## config.mk

```make
export PLATFORM = sky130hd
export DESIGN_NAME = snd_dma_seq_flat
export DESIGN_NICKNAME = d
export VERILOG_FILES = /design/src/rtl/snd_dma_seq_if.sv /design/src/rtl/snd_dma_seq.sv /design/src/flat_wrapper.sv
export SDC_FILE = /design/constraint.sdc
export NUM_CORES = 1
export LEC_CHECK = 0
export ABC_AREA = 1
export BUFFER_PORTS_ARGS = -buffer_cell sky130_fd_sc_hd__buf_2
export CAP_MARGIN = 20
export CORE_UTILIZATION = 40
export DETAILED_ROUTE_END_ITERATION = 16
export PLACE_DENSITY = 0.68
export SYNTH_ARGS = -nofsm -noshare
export SYNTH_HDL_FRONTEND = slang
export SYNTH_SLANG_ARGS = --single-unit
```

## constraint.sdc

```tcl
create_clock -name clk -period 1.65 [get_ports clk]
set_input_delay 0.0825 -clock clk [delete_from_list [all_inputs] [get_ports clk]]
set_output_delay 0.0825 -clock clk [all_outputs]
set_load 0.01 [all_outputs]
```

## src/rtl/snd_dma_seq_if.sv

```systemverilog
// DMA bus slot interface for the sound DMA sequencer.
//   slot     : bus slot strobe, one clk wide, offered to the sequencer
//   sload_n  : active-low load strobe, one clk per granted word
//   sload_ch : granted channel index (zero-extended), held between strobes
//   dma_addr : word address of the granted fetch, held between strobes
// master = bus side, slave = sequencer side.
interface snd_dma_seq_if #(
  parameter int AW = 22
);
  logic          slot;
  logic          sload_n;
  logic [2:0]    sload_ch;
  logic [AW-1:0] dma_addr;

  modport master (output slot, input sload_n, sload_ch, dma_addr);
  modport slave  (input slot, output sload_n, sload_ch, dma_addr);
endinterface

```

## src/rtl/snd_dma_seq.sv

```systemverilog
// Sound DMA sequencer: NCH channels each walking a frame [start, end) of word
// addresses, arbitrated round-robin onto a shared DMA bus slot.
// Ports:
//   clk, porb        : clock, asynchronous active-low reset
//   bus (slave)      : slot in; sload_n / sload_ch / dma_addr out
//   ch_en, ch_rep    : per-channel play enable / repeat mode
//   ch_start, ch_end : per-channel frame bounds, AW bits each, end exclusive
//   ch_sreq          : per-channel FIFO data request
//   irq_mask, irq_ack: interrupt enable / write-one-to-clear of irq_pend
//   sframe, stoff    : channel running / non-repeat frame finished pulse
//   irq_pend, sint   : frame-end pending flags / masked OR of them

// One channel: IDLE/RUN state, word counter and latched frame end.
// The frame start is not kept separately: reload always resamples ch_start,
// so a latched copy would never be observed.
module snd_dma_ch #(
  parameter int AW = 22
) (
  input  logic          clk,
  input  logic          porb,
  input  logic          en,
  input  logic          rep,
  input  logic          sreq,
  input  logic          gnt,
  input  logic [AW-1:0] start,
  input  logic [AW-1:0] stop,
  output logic          run,
  output logic          elig,
  output logic          fend,
  output logic          stoff,
  output logic [AW-1:0] cnt
);
  typedef enum logic {IDLE, RUN} st_t;

  st_t           st, st_nxt;
  logic [AW-1:0] ereg, ereg_nxt, cnt_nxt;
  logic          hold, hold_nxt;   // blocks restart until en has been low
  logic          stoff_nxt;

  always_ff @(posedge clk or negedge porb) begin
    if (!porb) begin
      st    <= IDLE;
      cnt   <= '0;
      ereg  <= '0;
      hold  <= 1'b0;
      stoff <= 1'b0;
    end else begin
      st    <= st_nxt;
      cnt   <= cnt_nxt;
      ereg  <= ereg_nxt;
      hold  <= hold_nxt;
      stoff <= stoff_nxt;
    end
  end

  always_comb begin
    st_nxt    = st;
    cnt_nxt   = cnt;
    ereg_nxt  = ereg;
    hold_nxt  = hold;
    stoff_nxt = 1'b0;
    fend      = 1'b0;
    if (!en) begin
      // disable wins over everything, silently
      st_nxt   = IDLE;
      hold_nxt = 1'b0;
    end else if (st == IDLE) begin
      if (!hold) begin
        st_nxt   = RUN;
        cnt_nxt  = start;
        ereg_nxt = stop;
      end
    end else if (cnt == ereg) begin
      // frame end takes this whole cycle; elig is low so no grant collides
      fend = 1'b1;
      if (rep) begin
        cnt_nxt  = start;
        ereg_nxt = stop;
      end else begin
        st_nxt    = IDLE;
        hold_nxt  = 1'b1;
        stoff_nxt = 1'b1;
      end
    end else if (gnt) begin
      cnt_nxt = cnt + 1'b1;
    end
  end

  assign run  = (st == RUN);
  assign elig = (st == RUN) && sreq && en && (cnt != ereg);
endmodule

module snd_dma_seq #(
  parameter int NCH = 2,
  parameter int AW  = 22
) (
  input  logic              clk,
  input  logic              porb,
  snd_dma_seq_if.slave      bus,
  input  logic [NCH-1:0]    ch_en,
  input  logic [NCH-1:0]    ch_rep,
  input  logic [NCH*AW-1:0] ch_start,
  input  logic [NCH*AW-1:0] ch_end,
  input  logic [NCH-1:0]    ch_sreq,
  input  logic [NCH-1:0]    irq_mask,
  input  logic [NCH-1:0]    irq_ack,
  output logic [NCH-1:0]    sframe,
  output logic [NCH-1:0]    stoff,
  output logic [NCH-1:0]    irq_pend,
  output logic              sint
);
  localparam int STAGES = 1;

  typedef struct packed {
    logic [2:0]    ch;
    logic [AW-1:0] addr;
  } gnt_t;

  logic [NCH-1:0]         elig, gnt, fend;
  logic [NCH-1:0][AW-1:0] cnt;
  logic [2:0]             ptr;       // first channel the next search tries
  logic [2:0]             gidx;
  logic                   gany;
  logic [AW-1:0]          gaddr;
  logic [STAGES:0]        vld_pipe;
  gnt_t                   g_reg, out_reg;

  snd_dma_ch #(.AW(AW)) u_ch [NCH-1:0] (
    .clk   (clk),
    .porb  (porb),
    .en    (ch_en),
    .rep   (ch_rep),
    .sreq  (ch_sreq),
    .gnt   (gnt),
    .start (ch_start),
    .stop  (ch_end),
    .run   (sframe),
    .elig  (elig),
    .fend  (fend),
    .stoff (stoff),
    .cnt   (cnt)
  );

  // round-robin pick; only the slot strobe can produce a grant
  always_comb begin
    gany = 1'b0;
    gidx = '0;
    if (bus.slot) begin
      for (int k = 0; k < NCH; k++) begin
        if (!gany && elig[(int'(ptr) + k) % NCH]) begin
          gany = 1'b1;
          gidx = 3'((int'(ptr) + k) % NCH);
        end
      end
    end
  end

  always_comb begin
    gnt   = '0;
    gaddr = '0;
    for (int i = 0; i < NCH; i++) begin
      gnt[i] = gany && (gidx == 3'(i));
      if (gnt[i]) gaddr = cnt[i];
    end
  end

  // grant captured at the slot edge, presented as a strobe one edge later
  always_ff @(posedge clk or negedge porb) begin
    if (!porb) begin
      ptr      <= '0;
      vld_pipe <= '0;
      g_reg    <= '0;
      out_reg  <= '0;
      irq_pend <= '0;
    end else begin
      vld_pipe <= {vld_pipe[STAGES-1:0], gany};
      if (gany) begin
        ptr        <= (gidx == 3'(NCH-1)) ? 3'd0 : gidx + 3'd1;
        g_reg.ch   <= gidx;
        g_reg.addr <= gaddr;
      end
      if (vld_pipe[0]) out_reg <= g_reg;
      irq_pend <= (irq_pend & ~irq_ack) | fend;   // set beats ack
    end
  end

  assign bus.sload_n  = ~vld_pipe[STAGES];
  assign bus.sload_ch = out_reg.ch;
  assign bus.dma_addr = out_reg.addr;
  assign sint         = |(irq_pend & irq_mask);
endmodule

```

## src/flat_wrapper.sv

```systemverilog
// flat-port wrapper written by rule: the top's interface ports become plain ports
module snd_dma_seq_flat 
#(
  parameter int NCH = 2,
  parameter int AW  = 22
)
  (clk, porb, ch_en, ch_rep, ch_start, ch_end, ch_sreq, irq_mask, irq_ack, sframe, stoff, irq_pend, sint, bus_slot, bus_sload_n, bus_sload_ch, bus_dma_addr);
  snd_dma_seq_if #(.AW(AW)) bus_i ();
  input  logic clk;
  input  logic porb;
  input  logic [NCH-1:0] ch_en;
  input  logic [NCH-1:0] ch_rep;
  input  logic [NCH*AW-1:0] ch_start;
  input  logic [NCH*AW-1:0] ch_end;
  input  logic [NCH-1:0] ch_sreq;
  input  logic [NCH-1:0] irq_mask;
  input  logic [NCH-1:0] irq_ack;
  output logic [NCH-1:0] sframe;
  output logic [NCH-1:0] stoff;
  output logic [NCH-1:0] irq_pend;
  output logic sint;
  input wire logic [$bits(bus_i.slot)-1:0] bus_slot;
  output wire logic [$bits(bus_i.sload_n)-1:0] bus_sload_n;
  output wire logic [$bits(bus_i.sload_ch)-1:0] bus_sload_ch;
  output wire logic [$bits(bus_i.dma_addr)-1:0] bus_dma_addr;
  assign bus_i.slot = bus_slot;
  assign bus_sload_n = bus_i.sload_n;
  assign bus_sload_ch = bus_i.sload_ch;
  assign bus_dma_addr = bus_i.dma_addr;
  snd_dma_seq #(.NCH(NCH), .AW(AW)) u_core (.clk(clk), .porb(porb), .bus(bus_i), .ch_en(ch_en), .ch_rep(ch_rep), .ch_start(ch_start), .ch_end(ch_end), .ch_sreq(ch_sreq), .irq_mask(irq_mask), .irq_ack(irq_ack), .sframe(sframe), .stoff(stoff), .irq_pend(irq_pend), .sint(sint));
endmodule
```

==> results of run 1 <==
## path summary, 6_finish.rpt
kind                                               startpoint                            endpoint  slack [ps]  depth (start not counted)
setup / recovery            u_core.u_ch[0].cnt[0]$_DFFE_PN0P_  u_core.u_ch[0].cnt[20]$_DFFE_PN0P_        -320                         13
hold / removal                                   ch_start[18]  u_core.u_ch[0].cnt[18]$_DFFE_PN0P_           4                          5
setup reg to reg            u_core.u_ch[0].cnt[0]$_DFFE_PN0P_  u_core.u_ch[0].cnt[20]$_DFFE_PN0P_        -320                         13
hold reg to reg            u_core.bus.dma_addr[7]$_DFFE_PN0P_  u_core.bus.dma_addr[7]$_DFFE_PN0P_         500                          1
max in group asynchronous                                porb   u_core.u_ch[0].cnt[0]$_DFFE_PN0P_         880                          3
min in group asynchronous                                porb      u_core.u_ch[1].stoff$_DFF_PN0_          20                          2
## cell usage in the layout, fill, tap and decap left out, drive strengths merged
master	n
nor2	98
xor2	36
buf	340
nand4	6
conb	2
clkbuf	24
a21oi	39
nand3b	3
nor3	18
dfrtp	145
or2	1
nand2	380
ha	2
xnor2	5
nor3b	1
a21boi	1
inv	114
clkinvlp	4
o21ai	40
clkinv	4
nand3	59
dlygate4sd3	63
o22ai	1
o31ai	1
o21a	2
bufinv	3
o211ai	22
mux2	29
and2	1
a22o	1
## where the power goes
group,switching (mW),internal (mW),leakage [nW]
sequential,0.551,4.34,1.77
clock,1.58,2.38,0.277
combinational,2.05,2.03,4.21
total,4.18,8.75,6.25
## critical path: cells and delay by family (launching register included)
kind                   cells  cell delay [ps]
DFF                        1              440
buffers and inverters      1              160
and+or+nand+nor           12             1220
## metal layers
layer / share of wire / up-vias / global-route usage / routed length, um
li1: - / 4065 / - / -
met5: 0 / - / 0 / 0
met1: 0.42 / 3925 / 0.318 / 11000
met3: 0.059 / 62 / 0.0470 / 1560
met2: 0.49 / 338 / 0.436 / 12800
met4: 0.031 / 0 / 0.0946 / 807
## through the flow
| stage | hold WS [ps] | total power [mW] |
|---|---|---|
| after CTS | 0.0150 | 12.7 |
| after global placement | -128 | 8.40 |
| after floorplan | -213 | 6.66 |
| after global routing | 28.0 | 13.6 |
| after detailed placement | -128 | 8.50 |
| final | 3.97 | 12.9 |
## what timing repair did
action | CTS | global route
cloned | 3 | 4
endpoints found under the setup margin | 116 | 121
hold buffers | 63 | 0
pin swaps | 5 | 20
setup buffers | 7 | 8
hold endpoints to repair | 207 | 0
gates resized for setup | 59 | 92
## area by class of cell
type                            count  area (um2)  share of cell area
Multi-Input combinational cell    748        4150               0.337
Timing Repair Buffer              407        3160               0.257
Clock inverter                     12         160              0.0130
Sequential cell                   145        3630               0.295
Inverter                          113         432              0.0351
Clock buffer                       20         437              0.0355
Tap cell                          265         332              0.0269
## synth_stat cells, drive strengths merged (11+ instances only)
cell and count:
a21oi 39, o211ai 22, inv 113, clkbuf 11, o21ai 40, xor2 36, nor3 18, nand2 377
nand3 59, nor2 98, buf 37, dfrtp 145, mux2 29
## cell families (layout without fill, tap and decap cells)
family	after synthesis	after routing	synth area share
AOI/OAI and AO/OA	107	107	0.0771
DFF	145	145	0.454
muxes	29	29	0.0408
and+or+nand+nor	564	567	0.292
other	1	2	0.000469
buffers and inverters	161	552	0.0878
xor gates and xnor gates	41	41	0.0449
adders and majority gates	2	2	0.00313
==> impl_metrics.toml, run 1 <==
[status]
outcome = "finished, violations left"
violations = "setup timing"

[timing]
rsz0062_at_grt = "true"
slew_headroom = 0.614
fin_crit_ps = 1970
finalSetupTns_ps = -25980
tightestPinTransition_ps = 574
setup_violations = 116
fmax_mhz = 509
fin_ws_ps = -316
hold_viol_final = 0
period_share = 1.19
final_max_slew_viol_count = 0
fin_skew_ps = 10.7

[yosys]
ys_warn_count = 0
synth_area_um2 = 8000
synth.largest_area_cell = "dfrtp_1"
synth_top_area_frac = 0.454
synthDistinctLibCells = 38
synth-main-ff-cell = "dfrtp_1"
async_reset_ff_frac = 1.00
ys_seq_elements = 145
syn_avg_cell_area_um2 = 7.62
synth_edf_count = 0
netlist_instances = 1050
netlist_top_cells_area = "dfrtp_1 (45%), nand2_1 (17%), nor2_1 (4.5%)"
synth-seq-area-share = 0.454

[place]
place_inst = 1595
dpl_cell_area_um2 = 10300
place_ws_ps = -331
port_buffers = 131
dp_hpwl_mm = 17.7
gp_congestion = 0.931

[route]
drc_errors = 0
via_count = 8390
dr.pass1.iters = 5
wire_per_inst_um = 15.3
drt_iter0_drc = 690
postRouteAntennaNets = 0
wl_mm = 26.1
via_per_inst = 4.91

[floorplan]
die_x_um = 143
die_y_um = 143
rows = 51
core_area_um2 = 19500
num_io_pins = 134
dieArea_um2 = 20600
start_util = 0.410

[global_route]
grt_usage = 0.254
grt_overflow = 0
antenna_found_initial = 0
grt_pass1_wl_mm = 39.4
grt_pass1_vias = 7975
grt_max_degree = 63

[clocking]
clkTransAtPathRegs_ps = 60
clockBufferDepth = 2
cts.sinks = 145
htreeDepth = 4
cts_tree = "built"
insertion_delay_ps = 440
cts_buffers = 17
clockRootBuffer = "clkbuf_16"

[min_path]
hold_class = "primary input to register"

[power_and_ir_drop]
powerDensity_nw_per_um2 = 1050
power_leakage_nw = 6.25
peakVddDrop_mv = 0.719

[critical_path]
crit_arrival_ps = 2280
crit_path_end_kind = "register"
critPathMaxStageDelay_ps = 440
crit_fanout = 7
required_ps = 1970
worstSetupPathType = "register to register"
crit_path_frequent_cell = "nand2_1"
slowest_stage = "dfrtp_2"
crit_chain = "nand2_1 -> nand2_1 -> nor2_2 -> nand2_1 -> nor2_2 -> nand3_4 -> nand3_2 -> nand2_2 -> nand2_4 -> nand2_8 -> buf_6 -> nand3_1 -> nand2_1"
start_kind = "register"

[flow_run]
maxCapViolations = 0

[finish]
n_antenna_cell = 0
design_area_um2 = 12300
post-route-util = 0.630
nNetsFinal = 1535
instances_no_fill = 1710
drive_gt1_frac = 0.361
area_growth_syn_to_layout_pct = 53.9
fill_cells = 1645
(Power assumes the default switching activity.)
==> inputs of run 2 (changes only) <==
PLACE_DENSITY = 0.66   (was 0.68)
clock period = 1.9 ns   (was 1.65 ns; I/O delays follow)
==> impl_metrics.toml, run 2 (synthesis results as in run 1) <==
[status]
outcome = "finished, violations left"
violations = "setup timing"

[floorplan]
die_y_um = 143
die_x_um = 143
rows = 51
dieArea_um2 = 20600
core_area_um2 = 19500
start_util = 0.410
num_io_pins = 134

[timing]
final_max_slew_viol_count = 0
fmax_mhz = 508
setup_violations = 29
fin_skew_ps = 9.02
fin_ws_ps = -66.7
rsz0062_at_grt = "true"
hold_viol_final = 0
fin_crit_ps = 1970
period_share = 1.04
slew_headroom = 0.661
tightestPinTransition_ps = 508
hold_slack_ps = 3.24
finalSetupTns_ps = -970

[critical_path]
crit_path_end_kind = "register"
crit_fanout = 11
crit_arrival_ps = 2280
critPathMaxStageDelay_ps = 560
start_kind = "register"
required_ps = 2210
worstSetupPathType = "register to register"
crit_chain = "nand2_1 -> nor2_1 -> nand3_4 -> nand2_8 -> nand2_8 -> nand2_8 -> nand2_8 -> nand2_1 -> nand2_1"
crit_path_frequent_cell = "nand2_8"
slowest_stage = "dfrtp_1"

[finish]
design_area_um2 = 12100
multiInputGateArea_um2 = 4290
area_growth_syn_to_layout_pct = 51.8
final_common_cell = "nand2_1"
nNetsFinal = 1469
drive_gt1_frac = 0.352
post-route-util = 0.622
final_cell_mix = "nand2_1 (353), dfrtp_1 (145), buf_2 (131), buf_4 (117), inv_1 (86)"
fill_cells = 1631
n_antenna_cell = 0
instances_no_fill = 1643
seq_area_um2 = 3630

[route]
drc_errors = 0
drt_iter0_drc = 748
via_per_inst = 5.07
wl_mm = 27.1
via_count = 8330
wire_per_inst_um = 16.5
postRouteAntennaNets = 0
dr.pass1.iters = 9

[place]
dpl_cell_area_um2 = 9690
place_inst = 1512
place_ws_ps = -99.7
gp_congestion = 0.952
port_buffers = 131
dp_hpwl_mm = 16.7

[power_and_ir_drop]
power.total_mw = 11.4
powerDensity_nw_per_um2 = 937
power_leakage_nw = 6.08
peakVddDrop_mv = 0.593

[min_path]
hold_class = "primary input to register"

[clocking]
htreeDepth = 4
cts_buffers = 17
cts_tree = "built"
cts.sinks = 145
insertion_delay_ps = 430
clockRootBuffer = "clkbuf_16"
clockBufferDepth = 2
clkTransAtPathRegs_ps = 60

[global_route]
grt_pass1_wl_mm = 36.9
grt_max_degree = 49
top_usage_layer = "met2"
grt_overflow = 0
grt_usage = 0.236
grt_pass1_vias = 7319
grtUsageMet3 = 0.0470
antenna_found_initial = 0
met2_usage = 0.399
use_met1 = 0.303

[flow_run]
maxCapViolations = 0
## run 2: final cells by class
type                    count  area share
clock buffers              19      0.0365
clock inverters            12      0.0168
inverters                 113      0.0360
multi-input cells         749       0.354
flip-flops and latches    145       0.299
well taps                 265      0.0273
repair buffers            340       0.231
## run 2: worst paths after layout
path,startpoint,endpoint,slack [ps],cells after the start
hold / removal,ch_start[18],u_core.u_ch[0].cnt[18]$_DFFE_PN0P_,3,5
setup / recovery,u_core.u_ch[0].run$_DFF_PN0_,u_core.u_ch[0].cnt[13]$_DFFE_PN0P_,-70,9
setup reg to reg,u_core.u_ch[0].run$_DFF_PN0_,u_core.u_ch[0].cnt[13]$_DFFE_PN0P_,-70,9
min in group asynchronous,porb,u_core.u_ch[1].ereg[2]$_DFFE_PN0P_,180,2
hold reg to reg,u_core.bus.dma_addr[14]$_DFFE_PN0P_,u_core.bus.dma_addr[14]$_DFFE_PN0P_,500,1
max in group asynchronous,porb,u_core.u_ch[0].cnt[8]$_DFFE_PN0P_,1030,3
## run 2: repair_timing
action | in CTS | in global routing
hold buffers | 51 | 2
buffers inserted | 9 | 19
endpoints found under the setup margin | 91 | 113
resized for setup | 17 | 156
gates cloned | 2 | 18
hold endpoints to repair | 94 | 2
pin swaps | 4 | 55
## run 2: routing by layer
metal  routed length [um]  share of wire
met5                    0              0
met4                  961          0.035
met3                 2060          0.076
met2                13200           0.49
met1                10900           0.40
## run 2: critical path: cells and delay by family (launching register included)
kind          cells  cell delay, ps
flops             1             560
simple gates      9            1290
## run 2: report_power, final
part | internal [mW] | total [mW] | switching, mW
Combinational | 1.59 | 3.38 | 1.79
Sequential | 3.77 | 4.24 | 0.471
Clock | 2.37 | 3.76 | 1.38
